`src/rtl/mul_share_pkg.sv`:
```
// Shared types, defaults and round-robin helper for the multiplier-sharing arbiter.
package mul_share_pkg;

  localparam int unsigned DEFAULT_DW      = 32;
  localparam int unsigned DEFAULT_MUL_LAT = 5;
  localparam int unsigned MAX_REQ         = 16;

  typedef enum logic [2:0] {
    IDLE = 3'b001,
    CALC = 3'b010,
    RESP = 3'b100
  } state_t;

  // First set bit of valid at or above ptr, wrapping at n. Returns 0 when none are set.
  function automatic logic [3:0] rr_pick(input logic [MAX_REQ-1:0] valid,
                                         input logic [3:0]         ptr,
                                         input int unsigned        n);
    logic [3:0]  pick;
    logic        found;
    int unsigned idx;
    pick  = '0;
    found = 1'b0;
    for (int unsigned k = 0; k < MAX_REQ; k++) begin
      idx = int'(ptr) + k;
      if (idx >= n) idx = idx - n;
      if (k < n && !found && valid[idx[3:0]]) begin
        pick  = idx[3:0];
        found = 1'b1;
      end
    end
    return pick;
  endfunction

endpackage

```
`src/rtl/mul_share_arbiter_mul.sv`:
```
// Multi-cycle multiplier: captures operands on start, pulses done MUL_LAT cycles later.
module mul_multicycle
  import mul_share_pkg::*;
#(
  parameter int unsigned DW      = DEFAULT_DW,
  parameter int unsigned MUL_LAT = DEFAULT_MUL_LAT
) (
  input  logic          clk,
  input  logic          rst,
  input  logic          start,
  input  logic [DW-1:0] a,
  input  logic [DW-1:0] b,
  output logic [DW-1:0] product,
  output logic          done
);

  localparam int unsigned CW = $clog2(MUL_LAT + 1);

  logic [DW-1:0] op_a;
  logic [DW-1:0] op_b;
  logic [CW-1:0] cnt;
  logic          active;
  logic          last;

  assign last    = active && (cnt == CW'(MUL_LAT - 1));
  assign done    = last;
  assign product = DW'(op_a * op_b);

  // Operand capture and latency counter.
  always_ff @(posedge clk) begin
    if (rst) begin
      op_a   <= '0;
      op_b   <= '0;
      cnt    <= '0;
      active <= 1'b0;
    end else if (start) begin
      op_a   <= a;
      op_b   <= b;
      cnt    <= '0;
      active <= 1'b1;
    end else if (active) begin
      cnt <= cnt + CW'(1);
      if (last) active <= 1'b0;
    end
  end

endmodule

```
`src/rtl/mul_share_arbiter.sv`:
```
// Round-robin arbiter sharing one multi-cycle multiplier among N_REQ requesters.
module mul_share_arbiter
  import mul_share_pkg::*;
#(
  parameter int unsigned N_REQ   = 4,
  parameter int unsigned DW      = DEFAULT_DW,
  parameter int unsigned MUL_LAT = DEFAULT_MUL_LAT,
  parameter int unsigned IDW     = $clog2(N_REQ)
) (
  input  logic                sys_clk,
  input  logic                sys_rst,
  input  logic [N_REQ-1:0]    req_valid,
  input  logic [N_REQ*DW-1:0] req_a,
  input  logic [N_REQ*DW-1:0] req_b,
  output logic [N_REQ-1:0]    req_ready,
  output logic                rsp_valid,
  output logic [IDW-1:0]      rsp_id,
  output logic [DW-1:0]       rsp_data,
  input  logic                rsp_ready,
  output logic                busy
);

  state_t         state;
  state_t         state_nxt;
  logic [IDW-1:0] rr_ptr;
  logic [IDW-1:0] grant;
  logic [IDW-1:0] cur_id;
  logic           accept;
  logic [DW-1:0]  sel_a;
  logic [DW-1:0]  sel_b;
  logic [DW-1:0]  product;
  logic           done;

  assign grant     = IDW'(rr_pick(MAX_REQ'(req_valid), 4'(rr_ptr), N_REQ));
  assign accept    = (state == IDLE) && (|req_valid);
  assign req_ready = accept ? (N_REQ'(1) << grant) : '0;
  assign sel_a     = req_a[grant*DW +: DW];
  assign sel_b     = req_b[grant*DW +: DW];
  assign busy      = (state != IDLE);

  mul_multicycle #(
    .DW      (DW),
    .MUL_LAT (MUL_LAT)
  ) u_mul (
    .clk     (sys_clk),
    .rst     (sys_rst),
    .start   (accept),
    .a       (sel_a),
    .b       (sel_b),
    .product (product),
    .done    (done)
  );

  // State register.
  always_ff @(posedge sys_clk) begin
    if (sys_rst) state <= IDLE;
    else         state <= state_nxt;
  end

  // Next-state logic.
  always_comb begin
    state_nxt = state;
    unique case (state)
      IDLE:    if (accept)    state_nxt = CALC;
      CALC:    if (done)      state_nxt = RESP;
      RESP:    if (rsp_ready) state_nxt = IDLE;
      default:                state_nxt = IDLE;
    endcase
  end

  // Round-robin pointer, owner id and response registers.
  always_ff @(posedge sys_clk) begin
    if (sys_rst) begin
      rr_ptr    <= '0;
      cur_id    <= '0;
      rsp_valid <= 1'b0;
      rsp_id    <= '0;
      rsp_data  <= '0;
    end else begin
      if (accept) begin
        rr_ptr <= (grant == IDW'(N_REQ - 1)) ? '0 : grant + IDW'(1);
        cur_id <= grant;
      end
      if (state == CALC && done) begin
        rsp_valid <= 1'b1;
        rsp_id    <= cur_id;
        rsp_data  <= product;
      end
      if (state == RESP && rsp_ready) rsp_valid <= 1'b0;
    end
  end

endmodule

```
`config.mk`:
```
export PLATFORM = sky130hd
export DESIGN_NAME = mul_share_arbiter
export DESIGN_NICKNAME = d
export VERILOG_FILES = /design/src/rtl/mul_share_pkg.sv /design/src/rtl/mul_share_arbiter_mul.sv /design/src/rtl/mul_share_arbiter.sv
export SDC_FILE = /design/constraint.sdc
export NUM_CORES = 1
export LEC_CHECK = 0
export BUFFER_PORTS_ARGS = -buffer_cell sky130_fd_sc_hd__buf_2
export CORE_MARGIN = 5
export CORE_UTILIZATION = 50
export DETAILED_ROUTE_END_ITERATION = 10
export PLACE_DENSITY = 0.76
export SKIP_CTS_REPAIR_TIMING = 1
export SLEW_MARGIN = 15
export SYNTH_ARGS = -nofsm -noshare
export SYNTH_HDL_FRONTEND = slang
export SYNTH_HIERARCHICAL = 1
export SYNTH_SLANG_ARGS = --single-unit
```
`constraint.sdc`:
```
create_clock -name sys_clk -period 20.5 [get_ports sys_clk]
set_input_delay 1.025 -clock sys_clk [delete_from_list [all_inputs] [get_ports sys_clk]]
set_output_delay 1.025 -clock sys_clk [all_outputs]
set_load 0.05 [all_outputs]
```
==> results.txt, run 1 <==
For this run, the leading register cell type out of synthesis is sky130_fd_sc_hd__dfxtp_1. Entering global routing, the biggest net connects 110 pins. The clock sink total came out at 110.

The yosys synthesis warning count is 6. The data arrival time of the worst path is 7.98 ns. The detailed-route via count is 17390. For the worst-skew pair, the clock arrives at the later sink with an insertion delay of 0.38 ns. The remaining routing DRC violations is 0. The startpoint type of the worst setup path is a register. The combinational cell fraction of total power is 83.3%.

The path with the worst hold slack has its endpoint at rsp_id[0]$_SDFFE_PP0P_. The detailed-placement wirelength estimate came out at 48.98 mm. The number of nets with antenna violations after routing came out at 0. The sequential share of power came out at 11.8%. The worst hold path begins at rsp_id[0]$_SDFFE_PP0P_. The first-pass GRT wire length is 99.61 mm.

The number of rows in the core area came out at 77. Cells with a size suffix above 1 make up 13.40% of the layout. The worst-margin pin slew came out at 1.169 ns. The final clock skew is 0.01082 ns.

The max-slew violation total from the final report is 0. The die is 222.3 µm tall. 0 antenna diodes ended up in the layout.

The slack of the worst reg-to-reg path is 12.83 ns. The final period utilization is 37.40%. The worst path in the final design needs a cycle of 7.666 ns, including I/O delays and setup. The number of filler instances in the final layout came out at 3933. The width of the chip is 222.3 µm.

The worst hold path belongs to the class register to register. The overall die area came out at 49410 µm². In this run the static leakage power is 12.57 nW.

The switching fraction of total power is 55.22%. The net switching power figure came out at 0.002166 W. The overall track demand over capacity in global routing is 25.09%. The number of antenna violations at the first check in global routing was 1.

Hold timing on the final database bottoms out at a slack of 0.4492 ns. The post-synthesis cell area is 22530 µm². The power per cell area came out at 160.4 nW/µm². Of all nets on the critical path, the largest fanout is 25. After Yosys synthesis, and, or, nand and nor cells account for 17.34% of the synthesized area.

The number of iterations in the first detailed-routing pass came out at 5. The fraction of synthesized cell area in xor and xnor cells is 3.210%. The type of the worst setup path is register to register.

Of all flip-flops after synthesis, the portion carrying an async set or reset was 0%. Port buffering added 302 buffers. TritonCTS built the clock tree.

The cell depth of the worst flop-to-flop path came out at 24. The max capacitance violation total came out at 0. The number of placed I/O pins came out at 303. The initial standard-cell utilization of the core came out at 50.73%. The cell type of the slowest stage on the worst timing path is sky130_fd_sc_hd__dfxtp_1. The cell-internal power is 0.001756 W.

The part of the Yosys area used for sequential elements came out at 9.773%. The net count reported at finish came out at 3430. The cell area after layout is 24450 µm².

The worst vdd rail ir drop is 0.0002476 V. The maximum clock insertion buffer count came out at 2. In this run, synthesis produced a sequential element count of 110.

The complex-gate fraction of the synthesized area came out at 4.037%. The number of violations reported at the end of detailed-routing iteration 0 came out at 1136. The post-synthesis average cell area came out at 9.182 µm². The count of endpoints failing hold in the final timing report came out at 0. Setup repair after global routing left no endpoint under its margin.

The number of instances in the synthesized netlist is 2454. The worst register-to-register path ends at rsp_data[31]$_SDFFE_PP0P_. The aggregate negative setup slack is 0 ns.

In the routed layout, each cell is associated on average with a via count of 5.389. The fmax came out at 130.4 MHz. The weighted congestion at the end of routability-driven global placement is 0.9403. The number of enable flip-flop cells after synthesis is 0.

The clock buffer count from CTS came out at 9. The cell area reported after detailed placement is 24140 µm². The largest stage delay on the critical path came out at 1.07 ns. After synthesis, the largest family of logic cells by area is adder cells.

The remaining global-route overflow is 0. The share of synthesized area spent on multiplexers is 12.07%. Clock-pin slew was measured on the worst setup and hold paths at 0.08 ns.

The final number of setup-violating endpoints came out at 0. The hold path depth came out at 2. The clock share of power came out at 5.0%. The worst slew margin relative to its limit came out at 21.98%. The placeable core region came out at 44410 µm². The startpoint identified for the worst register-to-register timing path is u_mul/op_b[8]$_SDFFE_PP0P_. The critical path required time is 20.81 ns. The adder and majority cell fraction of the synthesized area is 43.41%. The critical path goes through nand2_1 -> fa_1 -> inv_1 -> fa_1 -> fa_1 -> inv_1 -> fa_1 -> inv_1 -> fa_1 -> inv_1 -> fa_1 -> inv_1 -> fa_1 -> fa_1 -> ha_1 -> and3_1 -> nand3_1 -> nand2b_1 -> o21ai_0 -> nor3_2 -> o21ai_0 -> xnor2_1 -> nand2_1 -> a21oi_1. The average wire length per cell after detail routing is 19.13 µm. The run finished with clean final reports. The count of H-tree levels built during CTS came out at 3.

STA classifies the critical path endpoint as a register. The tree is rooted in a sky130_fd_sc_hd__clkbuf_16. By instance count, the cell type seen most on the critical path is sky130_fd_sc_hd__fa_1. After detailed routing, the total wire length is 61.73 mm. The distinct cell type count of the synthesized netlist came out at 65. When the netlist entered floorplanning its net count stood at 3254. The number of global-route vias before repair is 18830.

The area growth from synthesis to layout is 8.529%.
==> routing by layer <==
metal,global-route usage (%),wire length [µm],share of wire [%]
met1,33.37,25800,42
met2,42.61,30240,49
met3,3.827,3866,6.3
met4,7.616,1823,3.0
met5,0,0,0
==> per-stage QoR <==
step                worst slack [ns]  power [W]  cells  utilization (%)
global route                   12.52   0.004300   3227            55.06
CTS                            12.95   0.003893   3227            55.05
detailed placement             12.97   0.003667   3211            54.35
finish                         12.83   0.003922   3227            55.06
global placement               13.07   0.003572   3211            54.35
floorplan                      13.63   0.002837   2454                -
==> sequential cells by signal (all words and copies together), names as in the netlist, 2 cells and up <==
| name | flops |
|---|---|
| u_mul/op_a | 32 |
| rr_ptr | 2 |
| u_mul/op_b | 32 |
| rsp_id | 2 |
| state | 3 |
| cur_id | 2 |
| u_mul/cnt | 3 |
| rsp_data | 32 |
==> cell usage after synthesis (all sizes together) (5+ instances only) <==
master	instances	area share (%)
o21ai	13	0.29
dfxtp	110	9.8
nor2	88	1.5
ha	129	7.2
buf	32	1.5
nor3	13	0.33
xnor2	62	2.4
and2	329	9.1
a31oi	5	0.14
fa	408	36
inv	393	6.5
a21o	10	0.33
nand3b	5	0.17
nand3	10	0.22
a211oi	10	0.42
a21oi	64	1.4
xor2	18	0.70
nand4	6	0.17
nand2	288	4.8
nand2b	9	0.25
mux2i	265	12
clkbuf	124	2.1
a211o	5	0.19
o21bai	8	0.27
==> cell usage in the layout (no fill, tap or decap), types with 18 or more instances in the layout <==
cell type	synthesis	routed
sky130_fd_sc_hd__fa_1	408	408
sky130_fd_sc_hd__inv_1	393	393
sky130_fd_sc_hd__and2_1	329	329
sky130_fd_sc_hd__buf_2	6	301
sky130_fd_sc_hd__nand2_1	288	288
sky130_fd_sc_hd__mux2i_1	265	265
sky130_fd_sc_hd__ha_1	129	129
sky130_fd_sc_hd__dfxtp_1	110	110
sky130_fd_sc_hd__nor2_1	87	85
sky130_fd_sc_hd__a21oi_1	64	64
sky130_fd_sc_hd__xnor2_1	62	62
sky130_fd_sc_hd__buf_4	5	19
sky130_fd_sc_hd__xor2_1	18	18
==> power by group through the flow <==
| stage | Combinational, W | Clock (W) | Sequential [W] |
|---|---|---|---|
| after global routing | 0.00363 | 0.000205 | 0.000469 |
| after floorplan | 0.00254 | 0 | 0.000298 |
| after detailed placement | 0.00321 | 0 | 0.000456 |
| after CTS | 0.00324 | 0.000199 | 0.000452 |
| after global placement | 0.00312 | 0 | 0.000451 |
| final | 0.00327 | 0.000194 | 0.000461 |
==> cell type report <==
cell class / count / area (µm²) / area share [%]
tap: 592 / 740.7 / 3.029
timing repair buffer: 321 / 1660 / 6.789
clock buffer: 10 / 239.0 / 0.9772
multi-input combinational: 1795 / 18060 / 73.86
inverter: 393 / 1475 / 6.032
clock inverter: 6 / 75.07 / 0.3070
sequential: 110 / 2202 / 9.005
==> kinds of logic after synthesis <==
| kind of cell | Yosys count |
|---|---|
| xor+xnor | 81 |
| mux | 268 |
| compound gates | 138 |
| buf+inv | 549 |
| fa+ha+maj | 537 |
| flops | 110 |
| simple gates | 771 |
==> worst max path at each step <==
stage / start / to / depth (start not counted)
after CTS: u_mul/op_b[8]$_SDFFE_PP0P_ / rsp_data[31]$_SDFFE_PP0P_ / 24
after global placement: u_mul/op_b[2]$_SDFFE_PP0P_ / rsp_data[31]$_SDFFE_PP0P_ / 24
after floorplan: u_mul/op_a[13]$_SDFFE_PP0P_ / rsp_data[22]$_SDFFE_PP0P_ / 24
after detailed placement: u_mul/op_b[8]$_SDFFE_PP0P_ / rsp_data[31]$_SDFFE_PP0P_ / 24
final: u_mul/op_b[8]$_SDFFE_PP0P_ / rsp_data[31]$_SDFFE_PP0P_ / 24
after global routing: u_mul/op_b[9]$_SDFFE_PP0P_ / rsp_data[31]$_SDFFE_PP0P_ / 24
==> critical path: cells and delay by family, from the launching register on <==
| kind | cells | cell delay [ns] |
|---|---|---|
| buffers and inverters | 5 | 0.28 |
| and+or+nand+nor | 6 | 0.92 |
| xor gates and xnor gates | 1 | 0.19 |
| adders and majority gates | 9 | 4.24 |
| DFF | 1 | 1.07 |
| AOI/OAI and AO/OA | 3 | 0.88 |
Power figures use the tool's default switching activity.
==> run 2: changes to the inputs <==
--- a/config.mk
+++ b/config.mk
@@ -9,7 +9,7 @@
 export CORE_MARGIN = 5
 export CORE_UTILIZATION = 50
 export DETAILED_ROUTE_END_ITERATION = 10
-export PLACE_DENSITY = 0.76
+export PLACE_DENSITY = 0.79
 export SKIP_CTS_REPAIR_TIMING = 1
 export SLEW_MARGIN = 15
 export SYNTH_ARGS = -nofsm -noshare
==> constraint.sdc (replaced) <==
create_clock -name sys_clk -period 6.6 [get_ports sys_clk]
set_input_delay 0.33 -clock sys_clk [delete_from_list [all_inputs] [get_ports sys_clk]]
set_output_delay 0.33 -clock sys_clk [all_outputs]
set_load 0.05 [all_outputs]
==> run 2 against run 1 <==
  * The run now ends with negative setup slack left
  * First-iteration DRC count shrank 13%
  * Largest cell class unchanged
  * Sequential share of layout area shrank 0.42 points
  * Register-to-register slack got worse by 13 ns
  * Worst hold slack worse by 0.18 ns
  * Highest routed layer unchanged
==> results.txt, run 2 (synthesis gave the netlist of run 1 again) <==
The die covers 49410 µm². The data arrival time of the worst path is 7.06 ns. The net count reported at finish is 3612.

Global routing used 31.26% of the available met1 tracks. Measured against its own limit, the worst slew margin works out to 35.43%. TritonCTS built the clock tree. The number of placed I/O pins is 303. The biggest fanout along the worst timing path came out at 10. The total of buffers placed on input and output ports is 302. The number of iterations in the first detailed-routing pass came out at 7. The number of vias per cell after detailed routing came out at 5.285. The cell chosen for the clock root is sky130_fd_sc_hd__clkbuf_16. The number of filler instances in the final layout came out at 3749.

The clock latency at the later pin of the worst-skew pair came out at 0.38 ns. The detailed-route via count is 18020. The width of the chip came out at 222.3 µm. The most common library cell in the layout ignoring fill and taps is sky130_fd_sc_hd__fa_1.

STA classifies the critical path endpoint as a register. The startpoint type of the worst setup path is a register. Setup repair after global routing could not meet its margin everywhere. The max capacitance violation total is 0.

The worst vdd rail ir drop is 0.0008807 V. TritonCTS created 9 clock buffers. The first-pass GRT wire length came out at 105.6 mm.

On the final layout, the worst hold slack is 0.2707 ns. The max-slew violation total from the final report came out at 0. The floorplan has 77 rows. The cell area after layout is 26610 µm². The clock tree synthesis step divided the H-tree into 3 levels. The clock sink total is 110. The maximum clock insertion buffer count came out at 2. The number of violations reported at the end of detailed-routing iteration 0 is 991. The die is 222.3 µm tall. The aggregate negative setup slack came out at -0.1872 ns. Based on the critical path, the design can be clocked at up to 148.1 MHz. The number of antenna violations at the first check in global routing was 3. In the post-route analysis, the smallest setup slack over all paths is -0.1527 ns. The cell area reported after detailed placement is 25650 µm². For the pin with the worst max-slew slack, the measured transition is 0.9686 ns. Cells with a size suffix above 1 make up 23.47% of the layout.

The final number of setup-violating endpoints is 3. In the global route stage, met2 resource usage came out at 47.55%. Power comes to 0.01430 W. Clock-pin slew was measured on the worst setup and hold paths at 0.07 ns.

The register area is 2285 µm². Leaving out fill and tap cells, the most frequent cells in the layout are sky130_fd_sc_hd__fa_1, sky130_fd_sc_hd__inv_1, sky130_fd_sc_hd__and2_1. The initial standard-cell utilization of the core is 50.73%. The number of global-route vias before repair is 20170. The maximum number of pins on one net before global-route repair came out at 133. Summing all multi-input logic gate instances after layout gives 18490 µm².

The leakage power figure is 13.62 nW. The overall track demand over capacity in global routing is 26.98%. At the placement stage, the worst setup path has a slack of -0.2262 ns. The weighted congestion at the end of routability-driven global placement is 1.000. The largest registers in the layout are rsp_data: 32 flops, u_mul/op_a: 32 flops, u_mul/op_b: 32 flops.

The type of the worst setup path is register to register. The most congested layer reported by global routing is met2. The critical path required time is 6.90 ns. The checks that failed: negative setup slack.

The clock arrives with 0.01005 ns of skew. The power per cell area is 537.5 nW/µm². The final period utilization came out at 102.3%. The final period demand of the worst path is 6.753 ns.

The count of nets left with antenna violations once routing finished came out at 0. The growth of design area from synthesis to finish came out at 18.08%. The final layout contains routed wiring with a total length of 66.30 mm.

The remaining routing DRC violations came out at 0. The average wire length per cell after detail routing came out at 19.44 µm. The detailed-placement wirelength estimate is 56.35 mm. The met3 track utilization from global routing is 3.880%. The run finished, with violations left. The tightest min-delay check is of the primary input to register type. The placeable core region is 44410 µm².

The remaining global-route overflow is 0. The count of endpoints failing hold in the final timing report came out at 0.
run 2: through the flow:
stage               instances  utilization [%]
CTS                      3400            58.43
finish                   3410            59.91
floorplan                2454                -
global route             3409            59.90
global placement         3385            57.74
detailed placement       3385            57.74
run 2: area by class of cell:
type	instances	area share [%]
clock inverters	4	0.2022
repair buffers	503	12.42
clock buffers	11	0.9499
flip-flops and latches	110	8.587
inverters	393	5.544
well taps	592	2.784
diodes	2	0.01881
multi-input cells	1795	69.49
run 2: worst max-delay path, stage by stage (launching register included):
cell and delay (ns):
sky130_fd_sc_hd__dfxtp_4 0.38, sky130_fd_sc_hd__buf_6 0.13, sky130_fd_sc_hd__buf_12 0.13, sky130_fd_sc_hd__and2_4 0.15, sky130_fd_sc_hd__fa_1 0.54, sky130_fd_sc_hd__fa_1 0.45
sky130_fd_sc_hd__fa_1 0.50, sky130_fd_sc_hd__inv_1 0.05, sky130_fd_sc_hd__fa_1 0.52, sky130_fd_sc_hd__inv_2 0.05, sky130_fd_sc_hd__fa_1 0.51, sky130_fd_sc_hd__fa_1 0.46
sky130_fd_sc_hd__fa_1 0.55, sky130_fd_sc_hd__inv_1 0.06, sky130_fd_sc_hd__fa_1 0.49, sky130_fd_sc_hd__inv_2 0.05, sky130_fd_sc_hd__ha_4 0.26, sky130_fd_sc_hd__nand2_2 0.07
sky130_fd_sc_hd__nor2_4 0.15, sky130_fd_sc_hd__nand2b_4 0.09, sky130_fd_sc_hd__o21ai_4 0.17, sky130_fd_sc_hd__nor3_4 0.06, sky130_fd_sc_hd__or4bb_1 0.52, sky130_fd_sc_hd__o311ai_2 0.09
sky130_fd_sc_hd__nand2_1 0.08, sky130_fd_sc_hd__a21oi_1 0.14
run 2: worst paths after layout:
| kind | from | to | slack (ns) | cells after the start |
|---|---|---|---|---|
| worst max register to register | u_mul/op_b[7]$_SDFFE_PP0P_ | rsp_data[29]$_SDFFE_PP0P_ | -0.15 | 25 |
| worst min register to register | rsp_data[27]$_SDFFE_PP0P_ | rsp_data[27]$_SDFFE_PP0P_ | 0.45 | 2 |
| worst max-delay path | u_mul/op_b[7]$_SDFFE_PP0P_ | rsp_data[29]$_SDFFE_PP0P_ | -0.15 | 25 |
| worst min-delay path | rsp_ready | state[2]$_SDFFE_PP0P_ | 0.27 | 3 |
run 2: where the power goes:
group / total [W] / switching, W / internal, W
logic: 0.0125 / 0.00666 / 0.00589
clock network: 0.000586 / 0.000271 / 0.000314
registers: 0.00117 / 0.000326 / 0.000839
run 2: layer usage:
layer	vias to the layer above	routed length (µm)
met3	192	3579
met2	642	33820
met4	0	4565
li1	8246	-
met1	8943	24340
met5	-	0
==> run 3: changes to the inputs <==
--- a/config.mk
+++ b/config.mk
@@ -5,11 +5,12 @@
 export SDC_FILE = /design/constraint.sdc
 export NUM_CORES = 1
 export LEC_CHECK = 0
+export ABC_AREA = 1
 export BUFFER_PORTS_ARGS = -buffer_cell sky130_fd_sc_hd__buf_2
 export CORE_MARGIN = 5
 export CORE_UTILIZATION = 50
 export DETAILED_ROUTE_END_ITERATION = 10
-export PLACE_DENSITY = 0.79
+export PLACE_DENSITY = 0.78
 export SKIP_CTS_REPAIR_TIMING = 1
 export SLEW_MARGIN = 15
 export SYNTH_ARGS = -nofsm -noshare
==> run 3 against run 2 <==
  * The run now ends clean
  * Register-to-register slack better by 0.27 ns
  * First-iteration DRC count is 86% higher
  * Worst setup slack better by 0.27 ns
  * Synthesized cell count is 32% higher
  * Sequential cell count stayed put
  * Die area is 2.1% higher
  * Core utilization is 1.5 points lower
  * Non-clock buffer count is 43 lower
  * Clock-buffer cell count is 2 lower
  * Wire length is 9.2% higher
  * Sequential share of layout area hardly changed
  * Critical endpoint is now rsp_data[31]$_SDFFE_PP0P_
==> results.txt, run 3 <==
The run finished with clean final reports. The buffering stage count on the worst path with inverters included is 6. The library cell used most frequently in the layout, excluding fill and tap cells, is sky130_fd_sc_hd__nand2_1. The core region is 45480 µm².

Yosys mapped the design onto 39 distinct sky130hd cell types. Using the TritonRoute via totals, the vias-per-cell ratio works out to 5.227. The remaining global-route overflow came out at 0. Sorting the synthesized cells by area gives the leading types as sky130_fd_sc_hd__fa_1, sky130_fd_sc_hd__nand2_1, sky130_fd_sc_hd__inv_1. TritonCTS built the clock tree. Setup repair after global routing could not meet its margin everywhere. The count of endpoints failing hold in the final timing report came out at 0. The total of flip-flops plus latches after synthesis is 110.

The growth of design area from synthesis to finish came out at 15.37%. The mapped netlist covers 23030 µm². From bottom edge to top edge, the die measures 224.6 µm.

The cell chosen for the clock root is sky130_fd_sc_hd__clkbuf_16. The clock latency at the later pin of the worst-skew pair came out at 0.39 ns. The largest registers in the layout are rsp_data: 32 flops, u_mul/op_a: 32 flops, u_mul/op_b: 32 flops. The clock buffer count from CTS came out at 9.

The max-slew violation total from the final report came out at 0. After detailed routing, the average wire length per cell comes to 17.52 µm. For the final database, setup skew stands at 0.01164 ns. For the worst setup path, the data required time is 6.92 ns. On the critical path the largest part of the delay comes from adder cells.

The top flip-flop cell by instance count after synthesis is sky130_fd_sc_hd__dfxtp_1. The cell type of the slowest stage on the worst timing path is sky130_fd_sc_hd__fa_1. The type of the worst setup path is register to register. The yosys synthesis warning count came out at 6.

The most numerous cell in the Yosys netlist is sky130_fd_sc_hd__nand2_1. The overall die area came out at 50450 µm². Derived from the worst setup path, the maximum achievable clock frequency is 154.3 MHz. The worst slew margin relative to its limit is 24.01%. Hold is met by 0.2765 ns. The biggest fanout along the worst timing path is 13.

Counting every net in the synthesized netlist gives 4047. The final period demand of the worst path came out at 6.483 ns. The largest stage delay on the critical path is 0.58 ns. In this run the mean area of a mapped cell was 7.092 µm². After synthesis, the share of flip-flops with an asynchronous set or reset is 0%. STA classifies the critical path endpoint as a register. In the layout the commonest cells are sky130_fd_sc_hd__nand2_1, sky130_fd_sc_hd__inv_1, sky130_fd_sc_hd__fa_1.

The number of antenna violations at the first check in global routing came out at 5. The worst-case setup margin in the final layout is 0.1171 ns. The part of the Yosys area used for sequential elements came out at 9.563%. During I/O placement, the number of pins put on the boundary was 303. The final number of setup-violating endpoints is 0. Max-cap violations in this run came to 0. The number of global-route vias before repair was 21660. The number of instances in the synthesized netlist came out at 3247. The number of violations reported at the end of detailed-routing iteration 0 is 1846. The net count reported at finish came out at 4323. The number of enable flip-flop cells after synthesis came out at 0. The number of iterations in the first detailed-routing pass came out at 5. The share of cells above drive strength 1 is 17.63%. The number of rows in the core area is 78. The remaining routing DRC violations is 0. The overall track demand over capacity in global routing is 28.32%. The pre-CTS worst setup slack is -0.1256 ns. The commonest cells after synthesis are sky130_fd_sc_hd__nand2_1, sky130_fd_sc_hd__inv_1, sky130_fd_sc_hd__fa_1.

The H-tree was split into 3 levels. The first global-routing pass estimated 112.7 mm of wire. The cell depth of the worst flop-to-flop path is 27. The detailed-route via count is 21600.

The worst-margin pin slew is 1.137 ns. STA classifies the critical path startpoint as a register. The area share of the largest cell type after synthesis is 35.47%. The width of the chip is 224.6 µm.

The clock sink total came out at 110. The critical path crosses 27 cells after its start point. The total of buffers placed on input and output ports came out at 302. The detailed-placement wirelength estimate is 60.51 mm. The initial utilization of the core area, before any placement, comes to 50.63%. In this run the worst hold path is classified as primary input to register. The number of nets with antenna violations after routing is 0. The synthesized design spends more area on one cell type than any other, namely sky130_fd_sc_hd__fa_1.

The clock transition at the register clock pins on the worst setup and hold paths after CTS is 0.08 ns. Dividing the final minimum period by the clock period gives 98.23%. The maximum clock insertion buffer count came out at 2. The maximum number of pins on one net before global-route repair came out at 131. The data arrival time of the worst path is 6.80 ns. The weighted congestion at the end of routability-driven global placement came out at 0.9472. The hold path depth is 5. The core occupancy in the finished layout came out at 58.42%.

The total length of routed wires is 72.40 mm.
## run 3: cell count changes after synthesis, moves of 62 or more
cell	previous run	this run
sky130_fd_sc_hd__nor2_1	87	163
sky130_fd_sc_hd__mux2i_1	265	0
sky130_fd_sc_hd__nand2_1	288	827
sky130_fd_sc_hd__and2_1	329	0
sky130_fd_sc_hd__o21ai_0	11	73
sky130_fd_sc_hd__nand3_1	10	300
sky130_fd_sc_hd__nand4_1	6	73
sky130_fd_sc_hd__inv_1	393	810
## run 3: per-layer routing
metal  share of wire [%]  track usage (%)
met1                  37            35.10
met2                  49            48.61
met3                 8.3            4.346
met4                 5.9            13.57
met5                   0                0
## run 3: cells by family (layout without fill, tap and decap cells)
family                   after synthesis  count (layout)  share of synthesized area [%]
other                                  0               5                              0
adder cells (fa/ha/maj)              537             537                          42.48
AND/OR/NAND/NOR                     1392            1392                          25.57
buffers and inverters               1012            1293                          17.25
XOR/XNOR                              35              35                          1.331
AO/OA/AOI/OAI                        161             161                          3.814
flip-flops                           110             110                          9.563
## run 3: through the flow
step	instances	TNS, ns	area [µm²]
global placement	4092	0	25530
finish	4133	0	26570
CTS	4108	-0.6150	25860
detailed placement	4092	-0.4563	25530
floorplan	3247	0	23030
global route	4133	-0.7929	26570
## run 3: worst paths after layout
kind                               from                     endpoint  slack (ns)
min                           req_b[93]  u_mul/op_b[29]$_SDFFE_PP0P_        0.28
min reg2reg   rsp_data[15]$_SDFFE_PP0P_    rsp_data[15]$_SDFFE_PP0P_        0.46
max          u_mul/op_b[4]$_SDFFE_PP0P_    rsp_data[31]$_SDFFE_PP0P_        0.12
max reg2reg  u_mul/op_b[4]$_SDFFE_PP0P_    rsp_data[31]$_SDFFE_PP0P_        0.12
## run 3: final cells by class
type,count,area (µm²)
antenna,5,12.51
clock buffer,9,225.2
fill,4191,18910
timing repair buffer,460,2835
tap,600,750.7
inverter,817,3067
clock inverter,7,111.4
sequential,110,2277
multi-input combinational,2125,17290
## run 3: worst reg2reg max path, cell delays in order (launching register included)
cell                       delay [ns]
sky130_fd_sc_hd__dfxtp_4         0.38
sky130_fd_sc_hd__buf_4           0.15
sky130_fd_sc_hd__buf_4           0.18
sky130_fd_sc_hd__nand2_1         0.07
sky130_fd_sc_hd__inv_1           0.04
sky130_fd_sc_hd__fa_1            0.51
sky130_fd_sc_hd__inv_1           0.07
sky130_fd_sc_hd__fa_2            0.53
sky130_fd_sc_hd__fa_2            0.47
sky130_fd_sc_hd__fa_1            0.55
sky130_fd_sc_hd__inv_1           0.05
sky130_fd_sc_hd__fa_1            0.52
sky130_fd_sc_hd__ha_4            0.21
sky130_fd_sc_hd__fa_1            0.51
sky130_fd_sc_hd__fa_1            0.58
sky130_fd_sc_hd__ha_4            0.23
sky130_fd_sc_hd__a21oi_1         0.18
sky130_fd_sc_hd__a21boi_2        0.20
sky130_fd_sc_hd__nand2_1         0.06
sky130_fd_sc_hd__nand2_1         0.07
sky130_fd_sc_hd__nand3_2         0.15
sky130_fd_sc_hd__a21boi_4        0.26
sky130_fd_sc_hd__o21ai_2         0.10
sky130_fd_sc_hd__inv_1           0.05
sky130_fd_sc_hd__nand2_1         0.04
sky130_fd_sc_hd__nand2_1         0.06
sky130_fd_sc_hd__nand3_1         0.07
sky130_fd_sc_hd__a21oi_1         0.13
Power of run 3 is left out: the tool's default activity adds up to more than one toggle a clock period on the data nets, which glitch-free logic cannot reach.
